[src/rtl/matmul_pkg.sv]
// Shared types and constants for the 3x3 matmul sequencer.
// The operand stream is A row-major followed by B row-major, 18 bytes in total.
package matmul_pkg;

    localparam int DIM       = 3;
    localparam int N_ELEM    = DIM * DIM;
    localparam int DATA_W    = 8;
    localparam int N_OPERAND = 2 * N_ELEM;

    typedef logic [DATA_W-1:0] elem_t;
    typedef elem_t [N_ELEM-1:0] mat_t;

    typedef enum logic [2:0] {
        S_IDLE,
        S_LOAD,
        S_FIRE,
        S_WAIT_BUSY,
        S_WAIT_DONE,
        S_SETTLE,
        S_DRAIN
    } state_t;

    // Maps the running operand byte count onto an element index inside A or B.
    function automatic logic [3:0] operand_slot(input logic [4:0] cnt);
        logic [4:0] slot;
        slot = (cnt < 5'(N_ELEM)) ? cnt : (cnt - 5'(N_ELEM));
        return slot[3:0];
    endfunction

endpackage

[src/rtl/matmul_seq_if.sv]
// Operand stream, result stream and engine connections of the matmul sequencer.
// The slave modport is the sequencer; the master modport is its surroundings.
interface matmul_seq_if;
    import matmul_pkg::*;

    logic  i_in_valid;
    logic  o_in_ready;
    elem_t i_in_data;

    logic  o_out_valid;
    logic  i_out_ready;
    elem_t o_out_data;
    logic  o_out_last;

    logic  o_eng_trigger;
    mat_t  o_eng_a;
    mat_t  o_eng_b;
    logic  i_eng_ready;
    mat_t  i_eng_result;

    logic  o_busy;
    logic  o_err;

    modport slave (
        input  i_in_valid, i_in_data, i_out_ready, i_eng_ready, i_eng_result,
        output o_in_ready, o_out_valid, o_out_data, o_out_last,
        output o_eng_trigger, o_eng_a, o_eng_b, o_busy, o_err
    );

    modport master (
        output i_in_valid, i_in_data, i_out_ready, i_eng_ready, i_eng_result,
        input  o_in_ready, o_out_valid, o_out_data, o_out_last,
        input  o_eng_trigger, o_eng_a, o_eng_b, o_busy, o_err
    );

endinterface

[src/rtl/matmul_seq.sv]
// Sequencer for an external 3x3 matmul engine: loads A and B from a byte stream,
// fires the engine, waits for completion under a watchdog, then drains C as bytes.
//
//   state       | meaning
//   ------------+-------------------------------------------------------------
//   S_IDLE      | ready for the first operand byte (A[0])
//   S_LOAD      | accepting operand bytes 1..17 into A then B
//   S_FIRE      | waiting for engine ready, then pulsing the trigger
//   S_WAIT_BUSY | waiting for the engine to drop ready
//   S_WAIT_DONE | waiting for the engine to raise ready again
//   S_SETTLE    | letting the result settle, capturing C on the last cycle
//   S_DRAIN     | streaming C[0..8] out, last flag on C[8]
module matmul_seq
    import matmul_pkg::*;
#(
    parameter int SETTLE_CYCLES  = 2,
    parameter int TIMEOUT_CYCLES = 64
) (
    input logic          i_clk,
    input logic          i_rst_n,
    matmul_seq_if.slave  bus
);

    localparam int WD_W  = $clog2(TIMEOUT_CYCLES + 1);
    localparam int SET_W = $clog2(SETTLE_CYCLES + 1);
    localparam logic [WD_W-1:0]  WD_LOAD   = WD_W'(TIMEOUT_CYCLES - 1);
    localparam logic [SET_W-1:0] SET_LOAD  = SET_W'(SETTLE_CYCLES - 1);
    localparam logic [4:0]       LAST_BYTE = 5'(N_OPERAND - 1);
    localparam logic [3:0]       LAST_IDX  = 4'(N_ELEM - 1);

    state_t           state_q, state_d;
    logic [4:0]       cnt_q, cnt_d;
    logic [3:0]       idx_q, idx_d;
    logic [WD_W-1:0]  wd_q, wd_d;
    logic [SET_W-1:0] settle_q, settle_d;
    mat_t             a_q, a_d;
    mat_t             b_q, b_d;
    mat_t             c_q, c_d;
    logic             in_ready_q, in_ready_d;
    logic             out_valid_q, out_valid_d;
    elem_t            out_data_q, out_data_d;
    logic             out_last_q, out_last_d;
    logic             trig_q, trig_d;
    logic             busy_q, busy_d;
    logic             err_q, err_d;

    logic             accept;
    logic             wd_expired;
    logic [3:0]       slot;
    logic [3:0]       idx_next;

    assign accept     = in_ready_q & bus.i_in_valid;
    assign wd_expired = (wd_q == '0);
    assign slot       = operand_slot(cnt_q);
    assign idx_next   = idx_q + 4'd1;

    always_comb begin
        state_d     = state_q;
        cnt_d       = cnt_q;
        idx_d       = idx_q;
        wd_d        = wd_q;
        settle_d    = settle_q;
        a_d         = a_q;
        b_d         = b_q;
        c_d         = c_q;
        out_valid_d = out_valid_q;
        out_data_d  = out_data_q;
        out_last_d  = out_last_q;
        trig_d      = 1'b0;
        err_d       = 1'b0;

        case (state_q)
            S_IDLE: begin
                if (accept) begin
                    a_d[0]  = bus.i_in_data;
                    cnt_d   = 5'd1;
                    state_d = S_LOAD;
                end
            end

            S_LOAD: begin
                if (accept) begin
                    if (cnt_q < 5'(N_ELEM)) begin
                        a_d[slot] = bus.i_in_data;
                    end else begin
                        b_d[slot] = bus.i_in_data;
                    end
                    if (cnt_q == LAST_BYTE) begin
                        cnt_d   = '0;
                        wd_d    = WD_LOAD;
                        state_d = S_FIRE;
                    end else begin
                        cnt_d = cnt_q + 5'd1;
                    end
                end
            end

            S_FIRE: begin
                if (bus.i_eng_ready) begin
                    trig_d  = 1'b1;
                    wd_d    = WD_LOAD;
                    state_d = S_WAIT_BUSY;
                end else if (wd_expired) begin
                    err_d   = 1'b1;
                    state_d = S_IDLE;
                end else begin
                    wd_d = wd_q - WD_W'(1);
                end
            end

            S_WAIT_BUSY: begin
                if (!bus.i_eng_ready) begin
                    wd_d    = WD_LOAD;
                    state_d = S_WAIT_DONE;
                end else if (wd_expired) begin
                    err_d   = 1'b1;
                    state_d = S_IDLE;
                end else begin
                    wd_d = wd_q - WD_W'(1);
                end
            end

            S_WAIT_DONE: begin
                if (bus.i_eng_ready) begin
                    settle_d = SET_LOAD;
                    state_d  = S_SETTLE;
                end else if (wd_expired) begin
                    err_d   = 1'b1;
                    state_d = S_IDLE;
                end else begin
                    wd_d = wd_q - WD_W'(1);
                end
            end

            S_SETTLE: begin
                if (settle_q == '0) begin
                    c_d         = bus.i_eng_result;
                    idx_d       = '0;
                    out_valid_d = 1'b1;
                    out_data_d  = bus.i_eng_result[0];
                    out_last_d  = 1'b0;
                    state_d     = S_DRAIN;
                end else begin
                    settle_d = settle_q - SET_W'(1);
                end
            end

            S_DRAIN: begin
                if (bus.i_out_ready) begin
                    if (idx_q == LAST_IDX) begin
                        idx_d       = '0;
                        out_valid_d = 1'b0;
                        out_data_d  = '0;
                        out_last_d  = 1'b0;
                        state_d     = S_IDLE;
                    end else begin
                        idx_d      = idx_next;
                        out_data_d = c_q[idx_next];
                        out_last_d = (idx_next == LAST_IDX);
                    end
                end
            end

            default: begin
                state_d = S_IDLE;
            end
        endcase

        // Status outputs follow the next state so they line up with state_q.
        in_ready_d = (state_d == S_IDLE) || (state_d == S_LOAD);
        busy_d     = (state_d != S_IDLE);
    end

    always_ff @(posedge i_clk or negedge i_rst_n) begin
        if (!i_rst_n) begin
            state_q     <= S_IDLE;
            cnt_q       <= '0;
            idx_q       <= '0;
            wd_q        <= '0;
            settle_q    <= '0;
            a_q         <= '0;
            b_q         <= '0;
            c_q         <= '0;
            in_ready_q  <= 1'b1;
            out_valid_q <= 1'b0;
            out_data_q  <= '0;
            out_last_q  <= 1'b0;
            trig_q      <= 1'b0;
            busy_q      <= 1'b0;
            err_q       <= 1'b0;
        end else begin
            state_q     <= state_d;
            cnt_q       <= cnt_d;
            idx_q       <= idx_d;
            wd_q        <= wd_d;
            settle_q    <= settle_d;
            a_q         <= a_d;
            b_q         <= b_d;
            c_q         <= c_d;
            in_ready_q  <= in_ready_d;
            out_valid_q <= out_valid_d;
            out_data_q  <= out_data_d;
            out_last_q  <= out_last_d;
            trig_q      <= trig_d;
            busy_q      <= busy_d;
            err_q       <= err_d;
        end
    end

    assign bus.o_in_ready    = in_ready_q;
    assign bus.o_out_valid   = out_valid_q;
    assign bus.o_out_data    = out_data_q;
    assign bus.o_out_last    = out_last_q;
    assign bus.o_eng_trigger = trig_q;
    assign bus.o_eng_a       = a_q;
    assign bus.o_eng_b       = b_q;
    assign bus.o_busy        = busy_q;
    assign bus.o_err         = err_q;

endmodule

[src/flat_wrapper.sv]
// flat-port wrapper written by rule: the top's interface ports become plain ports
module matmul_seq_flat import matmul_pkg::*;
#(
    parameter int SETTLE_CYCLES  = 2,
    parameter int TIMEOUT_CYCLES = 64
)
  (i_clk, i_rst_n, bus_i_in_valid, bus_i_in_data, bus_i_out_ready, bus_i_eng_ready, bus_i_eng_result, bus_o_in_ready, bus_o_out_valid, bus_o_out_data, bus_o_out_last, bus_o_eng_trigger, bus_o_eng_a, bus_o_eng_b, bus_o_busy, bus_o_err);
  matmul_seq_if bus_i ();
  input logic i_clk;
  input logic i_rst_n;
  input wire logic [$bits(bus_i.i_in_valid)-1:0] bus_i_in_valid;
  input wire logic [$bits(bus_i.i_in_data)-1:0] bus_i_in_data;
  input wire logic [$bits(bus_i.i_out_ready)-1:0] bus_i_out_ready;
  input wire logic [$bits(bus_i.i_eng_ready)-1:0] bus_i_eng_ready;
  input wire logic [$bits(bus_i.i_eng_result)-1:0] bus_i_eng_result;
  output wire logic [$bits(bus_i.o_in_ready)-1:0] bus_o_in_ready;
  output wire logic [$bits(bus_i.o_out_valid)-1:0] bus_o_out_valid;
  output wire logic [$bits(bus_i.o_out_data)-1:0] bus_o_out_data;
  output wire logic [$bits(bus_i.o_out_last)-1:0] bus_o_out_last;
  output wire logic [$bits(bus_i.o_eng_trigger)-1:0] bus_o_eng_trigger;
  output wire logic [$bits(bus_i.o_eng_a)-1:0] bus_o_eng_a;
  output wire logic [$bits(bus_i.o_eng_b)-1:0] bus_o_eng_b;
  output wire logic [$bits(bus_i.o_busy)-1:0] bus_o_busy;
  output wire logic [$bits(bus_i.o_err)-1:0] bus_o_err;
  assign bus_i.i_in_valid = bus_i_in_valid;
  assign bus_i.i_in_data = bus_i_in_data;
  assign bus_i.i_out_ready = bus_i_out_ready;
  assign bus_i.i_eng_ready = bus_i_eng_ready;
  assign bus_i.i_eng_result = bus_i_eng_result;
  assign bus_o_in_ready = bus_i.o_in_ready;
  assign bus_o_out_valid = bus_i.o_out_valid;
  assign bus_o_out_data = bus_i.o_out_data;
  assign bus_o_out_last = bus_i.o_out_last;
  assign bus_o_eng_trigger = bus_i.o_eng_trigger;
  assign bus_o_eng_a = bus_i.o_eng_a;
  assign bus_o_eng_b = bus_i.o_eng_b;
  assign bus_o_busy = bus_i.o_busy;
  assign bus_o_err = bus_i.o_err;
  matmul_seq #(.SETTLE_CYCLES(SETTLE_CYCLES), .TIMEOUT_CYCLES(TIMEOUT_CYCLES)) u_core (.i_clk(i_clk), .i_rst_n(i_rst_n), .bus(bus_i));
endmodule
[config.mk]
export PLATFORM = sky130hd
export DESIGN_NAME = matmul_seq_flat
export DESIGN_NICKNAME = d
export VERILOG_FILES = /design/src/rtl/matmul_pkg.sv /design/src/rtl/matmul_seq_if.sv /design/src/rtl/matmul_seq.sv /design/src/flat_wrapper.sv
export SDC_FILE = /design/constraint.sdc
export NUM_CORES = 1
export LEC_CHECK = 0
export BUFFER_PORTS_ARGS = -buffer_cell sky130_fd_sc_hd__buf_2
export CORE_MARGIN = 4
export CORE_UTILIZATION = 28
export DETAILED_ROUTE_END_ITERATION = 16
export GPL_ROUTABILITY_DRIVEN = 0
export PLACE_DENSITY_LB_ADDON = 0.1
export SLEW_MARGIN = 15
export SYNTH_ARGS = -nofsm -noshare
export SYNTH_HDL_FRONTEND = slang
export SYNTH_SLANG_ARGS = --single-unit
export TNS_END_PERCENT = 5
[constraint.sdc]
create_clock -name i_clk -period 3.2 [get_ports i_clk]
set_input_delay 0.16 -clock i_clk [delete_from_list [all_inputs] [get_ports i_clk]]
set_output_delay 0.16 -clock i_clk [all_outputs]
set_load 0.02 [all_outputs]
# [Word level (Yosys, flattened, before mapping)]
# Index checks and enable logic that the tools add are counted.
[word_totals] in_bits=85 regBits=251 wordCells=149 out_inout_bits=158 n_memories=0 romBits=0 latch_bits=0 mem_bits_rw=0
[op_classes] n_reduce_logical=21 bitwise_logic=2 shifts=0 div=0 add_sub_neg=5 mux=58 n_mul=0 n_eq_ne=20 n_lt_le_gt_ge=4
[ops] operator="72-bit bitwise mux" n=2
[ops] operator="8-bit 2-to-1 mux" n=8
[ops] operator="7-bit 2-to-1 mux" n=6
[ops] operator="8-bit binary-select mux with 4-bit select" n=1
[ops] operator="8-bit demux with 4-bit select" n=1
[ops] operator="8-bit one-hot mux with 2 select lines" n=2
[ops] operator="3-bit 2-to-1 mux" n=10
[ops] operator="7-bit one-hot mux with 4 select lines" n=1
[ops] operator="3-bit one-hot mux with 7 select lines" n=1
[ops] operator="4-bit 2-to-1 mux" n=4
[ops] operator="5-bit 2-to-1 mux" n=3
[ops] operator="3-bit AND reduction" n=5
[ops] operator="2-bit by 1-bit inequality test with 1-bit output, second input constant" n=6
[ops] operator="4-bit AND reduction" n=3
[ops] operator="1-bit 2-to-1 mux" n=11
[ops] operator="4-bit by 5-bit less-than comparator with 1-bit output, second input constant" n=2
[ops] operator="5-bit one-hot mux with 2 select lines" n=1
[ops] operator="3-bit == test, second input constant" n=3
[ops] operator="4-bit == test, second input constant" n=2
[ops] operator="2-bit inequality test, second input constant" n=4
[ops] operator="4-bit one-hot mux with 2 select lines" n=1
[ops] operator="7-bit logical NOT" n=1
[ops] operator="7-bit by 1-bit subtractor with 7-bit output, second input constant" n=1
[ops] operator="3-bit by 1-bit == test with 1-bit output, second input constant" n=2
[ops] operator="22 further kinds" n=29

# [Logic depth before layout (Yosys ltp)]
[depth] depth_word=10 ltp_mapped=10 depth_no_buf=7

# [Worst setup path after synthesis]
# OpenSTA, ideal clock, no wires.
[synth_path] kind="reg2reg" from="register u_core.idx_q[0]" to="register u_core.out_data_q[1] (netlist: u_core.bus.o_out_data[1])" path_stages_with_launch=11 arrival_time_ps=2837 required_ps=3074 slack_ps=237 path_buffers=4 setup_time_ps=126 period_less_slack_ps=2963 path_cell_list="dfrtp_1 -> buf_2 -> buf_2 -> inv_1 -> ha_1 -> clkbuf_1 -> clkbuf_1 -> mux4_2 -> mux2_2 -> a221oi_1 -> nor2_1"
[synth_between] elab_chain_len=6 word_cells_on_any_way=7 classes_between="add/sub (1); eq/ne (1); mux (5)"
[synth_lines] element="from (decl)" line_no="matmul_seq.sv:33" text="logic [3:0] idx_q, idx_d;"
[synth_lines] element="from (signal assigned)" line_no="matmul_seq.sv:194" text="idx_q <= idx_d;"
[synth_lines] element="4-bit by 1-bit adder with 4-bit output" line_no="matmul_seq.sv:55" text="assign idx_next = idx_q + 4'd1;"
[synth_lines] element="8-bit binary-select mux with 4-bit select" line_no="matmul_seq.sv:158" text="out_data_d = c_q[idx_next];"
[synth_lines] element="8-bit 2-to-1 mux (implied by the code)" line_no="matmul_seq.sv:158"
[synth_lines] element="8-bit 2-to-1 mux *" line_no="matmul_seq.sv:150" text="if (idx_q == LAST_IDX) begin"
[synth_lines] element="8-bit 2-to-1 mux *" line_no="matmul_seq.sv:149" text="if (bus.i_out_ready) begin"
[synth_lines] element="8-bit one-hot mux with 2 select lines *" line_no="matmul_seq.sv:72" text="case (state_q)"
[synth_lines] element="to (signal assigned)" line_no="matmul_seq.sv:202" text="out_data_q <= out_data_d;"
[synth_lines] element="to (decl)" line_no="matmul_seq.sv:41" text="elem_t out_data_q, out_data_d;"
# Every way passes the cells marked *; elsewhere a longest branch is shown, timed or not. The select of a mux whose other input is x is not followed.
# A chain may end at the register's enable or synchronous reset.

# [Worst setup path after layout]
[layout_path] from="register u_core.cnt_q[0]" to="register u_core.a_q (netlist bit u_core.bus.o_eng_a[31])"
[layout_between] elab_chain_len=7 word_cells_on_any_way=10 classes_between="add/sub (1); order compare (3); mux (4); reduce/logical (2)"
[layout_lines] element="from (decl)" line_no="matmul_seq.sv:32" text="logic [4:0] cnt_q, cnt_d;"
[layout_lines] element="from (signal assigned)" line_no="matmul_seq.sv:193" text="cnt_q <= cnt_d;"
[layout_lines] element="4-bit subtractor / 5-bit by 4-bit less-than comparator with 1-bit output (equally long branches)" line_no="matmul_pkg.sv:26, matmul_seq.sv:83"
[layout_lines] element="4-bit 2-to-1 mux" line_no="matmul_pkg.sv:26" text="slot = (cnt < 5'(N_ELEM)) ? cnt : (cnt - 5'(N_ELEM));"
[layout_lines] element="4-bit by 5-bit less-than comparator with 1-bit output (implied by the code) / 4-bit by 1-bit greater-or-equal comparator with 1-bit output (equally long branches)" line_no="matmul_seq.sv:84" text="a_d[slot] = bus.i_in_data;"
[layout_lines] element="1-bit logical AND (implied by the code)" line_no="matmul_seq.sv:84"
[layout_lines] element="8-bit 2-to-1 mux (implied by the code)" line_no="matmul_seq.sv:84"
[layout_lines] element="8-bit demux with 4-bit select"
[layout_lines] element="72-bit bitwise mux" line_no="matmul_seq.sv:84"
[layout_lines] element="to (signal assigned)" line_no="matmul_seq.sv:181" text="a_q <= '0;"
[layout_lines] element="to (signal assigned)" line_no="matmul_seq.sv:197" text="a_q <= a_d;"
[layout_lines] element="to (decl)" line_no="matmul_seq.sv:36" text="mat_t a_q, a_d;"
# Parallel ways exist; a longest one is shown, timed or not.

==> impl_metrics.csv <==
group,metric,value,unit
outcome,outcome,"finished clean",
logic_synthesis,synth_top_cells_by_area,"dfrtp_1 (57%), mux2_2 (15%), nand2_1 (8.1%)",
setup_path,crit_slowest_cell,"a2111o_1",
floorplan,fp.dieW,205,µm
logic_synthesis,synth-edff-count,0,
logic_synthesis,syn_area,0.0109,mm²
layout,seqCellArea,0.00628,mm²
clock_network,cts_inserted_buffers,29,
detailed_routing,wl,32.6,mm
floorplan,design.core.area,0.0380,mm²
global_route,grt_usage,15.3,%
placed_design,dpl_cell_area,0.0128,mm²
setup_path,cp.arrival,3.27,ns
placed_design,post-dp-hpwl,22.3,mm
clock_network,clock_sinks,251,
clock_network,postCtsSetupBuffers,0,
setup_path,path_buf_inv,1,
timing,clock.fmax,0.354,GHz
logic_synthesis,synth_common_cells,"dfrtp_1 (250), nand2_1 (234), mux2_2 (147)",
logic_synthesis,synth_seq_area_share,57.7,%
global_route,use_met1,21.3,%
floorplan,die_h,205,µm
pwr,power.density,873,mW/mm²
clock_network,insertion_delay,0.56,ns
detailed_routing,drt_iter0_drc,420,
setup_path,cp_top_family,"simple AND/OR/NAND/NOR gates",
logic_synthesis,yosys_warnings,0,
layout,fill_cells,3831,
timing,setup_ws,0.374,ns
logic_synthesis,synth_nets,1020,
layout,multi_input_area,0.00438,mm²
global_route,overflow,0,
detailed_routing,avgRoutedWirePerCell,18.4,µm
clock_network,clk_pin_slew_worst_paths,0.06,ns
logic_synthesis,yosysTopAreaCellShare,57.4,%
timing,setup_tns,0,ns
pwr,max-vdd-ir-drop,0.000378,V
global_route,grt_util_met3,2.93,%
floorplan,start_util,28.7,%
logic_synthesis,ys.flop_type,"dfrtp_1",
logic_synthesis,yosysTopAreaCell,"dfrtp_1",
setup_path,crit_fanout,10,
detailed_routing,num_vias,8043,
detailed_routing,first_pass_iters,4,
logic_synthesis,synthArstFlopShare,100,%
global_route,grt_max_degree,81,
setup_path,crit_chain,"buf_4 > or3_1 > a2111o_1 > nor2_1 > nand3_1 > mux2_2",
logic_synthesis,syn_avg_cell_area,11.8,µm²
logic_synthesis,synth.ff_latch_count,251,
timing,worst_pin_slew,0.849,ns
setup_path,crit_type,"flip-flop to flip-flop",
timing,fin_worst_skew,0.0137,ns
timing,rsz0062_at_grt,"no",
pwr,p_leak,7.34,nW
timing,relSlewSlack,43.1,%
setup_path,end_kind,"flip-flop",
setup_path,max_stage_delay,0.59,ns
detailed_routing,vias_per_cell,4.53,
layout,final_cell_area,0.0144,mm²
clock_network,cts_buffer_depth,3,
placed_design,numPortBuffers,242,
setup_path,crit_required,3.64,ns
timing,period_share,88.3,%
global_route,use_met2,25.4,%
pwr,total_power,0.0126,W
placed_design,pre_cts_slack,0.376,ns
timing,whs,0.0847,ns
detailed_routing,drc,0,
timing,hold_violations,0,
timing,period_minus_slack,2.83,ns
global_route,antenna_found_initial,0,
setup_path,critPathLaunchType,"flip-flop",
logic_synthesis,synth.most_common_cell,"dfrtp_1",
logic_synthesis,synthCells,926,
global_route,grt_pass1_vias,8443,
job,cap_viol_max_count,0,
layout,layout-drive-gt1-share,38.8,%
clock_network,cts_root_buf,"clkbuf_16",
layout,fin_nets,1340,
floorplan,rows,71,
floorplan,ios,243,
layout,n_antenna_cell,0,
clock_network,cts_max_level,1,
floorplan,die-area,0.0421,mm²
worst_hold_path,hp-class,"input pin to flip-flop",
logic_synthesis,synth_cell_types,58,
layout,area_growth,32.4,%
global_route,grt_pass1_wl,51.0,mm
timing,setup_viol,0,
clock_network,cts_tree,"built",
timing,slew_viol_final,0,
global_route,grt_busiest_layer,"met2",
detailed_routing,ant_nets,0,
-- worst paths after layout --
kind | start | endpoint | slack [ns] | cells after the start
setup / recovery | u_core.cnt_q[0] | u_core.bus.o_eng_a[31] | 0.37 | 6
hold / removal | bus_i_out_ready | u_core.bus.o_in_ready | 0.08 | 5
setup reg to reg | u_core.cnt_q[0] | u_core.bus.o_eng_a[31] | 0.37 | 6
hold reg to reg | u_core.c_q[51] | u_core.c_q[51] | 0.47 | 2
max in group asynchronous | i_rst_n | u_core.bus.o_eng_b[16] | 2.12 | 3
min in group asynchronous | i_rst_n | u_core.bus.o_eng_b[12] | 0.18 | 2
-- worst min-delay path, cell delays in order --
cell and delay [ns]:
buf_2 0.12, inv_1 0.04, o21ai_0 0.11, nand3_1 0.11
a211oi_1 0.08
-- sequential cells by signal (all words and copies together), names as in the netlist, 2 cells and up --
register and flops:
u_core.bus.o_eng_b 72, u_core.wd_q 7, u_core.idx_q 4, u_core.settle_q 2, u_core.cnt_q 5, u_core.c_q 72
u_core.bus.o_out_data 8, u_core.state_q 3, u_core.bus.o_eng_a 72
-- layer usage --
| layer | share of wire (%) | up-vias |
|---|---|---|
| met2 | 48 | 191 |
| met5 | 0 | - |
| met1 | 46 | 3993 |
| met4 | 1.4 | 0 |
| met3 | 5.3 | 33 |
| li1 | - | 3826 |
-- layout make-up --
type                            instances  area share (%)
Clock buffer                           43            5.67
Clock inverter                          6           0.659
Inverter                               14           0.364
Multi-Input combinational cell        613            30.4
Sequential cell                       251            43.6
Tap cell                              511            4.43
Timing Repair Buffer                  337            15.0
-- logic make-up (layout without fill, tap and decap cells) --
kind of cell               after synthesis  in the layout  synth area share [%]
muxes                                  171            171                  19.6
adders and majority gates               10             10                  1.13
AOI/OAI and AO/OA                       79             79                  4.97
xor gates and xnor gates                 6              6                 0.482
buffers and inverters                   62            400                  2.27
and+or+nand+nor                        347            347                  13.9
DFF                                    251            251                  57.7
-- power by group --
part,switching (W),internal (W),total (W)
sequential,0.000658,0.00430,0.00496
combinational,0.00255,0.00185,0.00440
clock,0.00131,0.00192,0.00323
total,0.00452,0.00807,0.0126
-- metrics by stage --
stage | util, % | cells
2_1_floorplan | - | 926
3_3_place_gp | 33.6 | 1652
3_5_place_dp | 33.6 | 1652
4_1_cts | 37.9 | 1775
5_1_grt | 37.9 | 1775
6_report | 37.9 | 1775
-- cells in the final DEF (no fill, tap or decap), types with 3 or more instances in the layout --
master,Yosys,final
a221oi_1,8,8
nor3_1,5,5
o22ai_1,3,3
clkinv_2,0,3
a31oi_1,7,7
xnor2_1,3,3
nand3_1,16,15
a21oi_1,11,11
nand2b_1,5,5
dfrtp_1,250,250
or2_2,4,4
nand2_1,234,234
dlygate4sd3_1,0,74
buf_4,1,18
xor2_1,3,3
clkbuf_1,43,10
buf_2,3,241
mux4_2,16,16
and3_1,3,3
buf_12,0,3
mux2_4,8,8
a22o_1,6,6
clkbuf_8,0,4
nor2b_1,5,5
o21ai_0,24,24
or3_1,8,8
nand3b_1,4,4
inv_1,14,14
mux2_2,147,147
nor3_2,3,3
nor2_1,46,45
clkbuf_16,0,29
ha_1,9,9
-- timing repair --
item	in CTS	in global routing
resized for setup	0	0
hold buffers	74	0
hold endpoints to repair	151	0
endpoints found under the setup margin	0	0
Power figures use the tool's default switching activity.
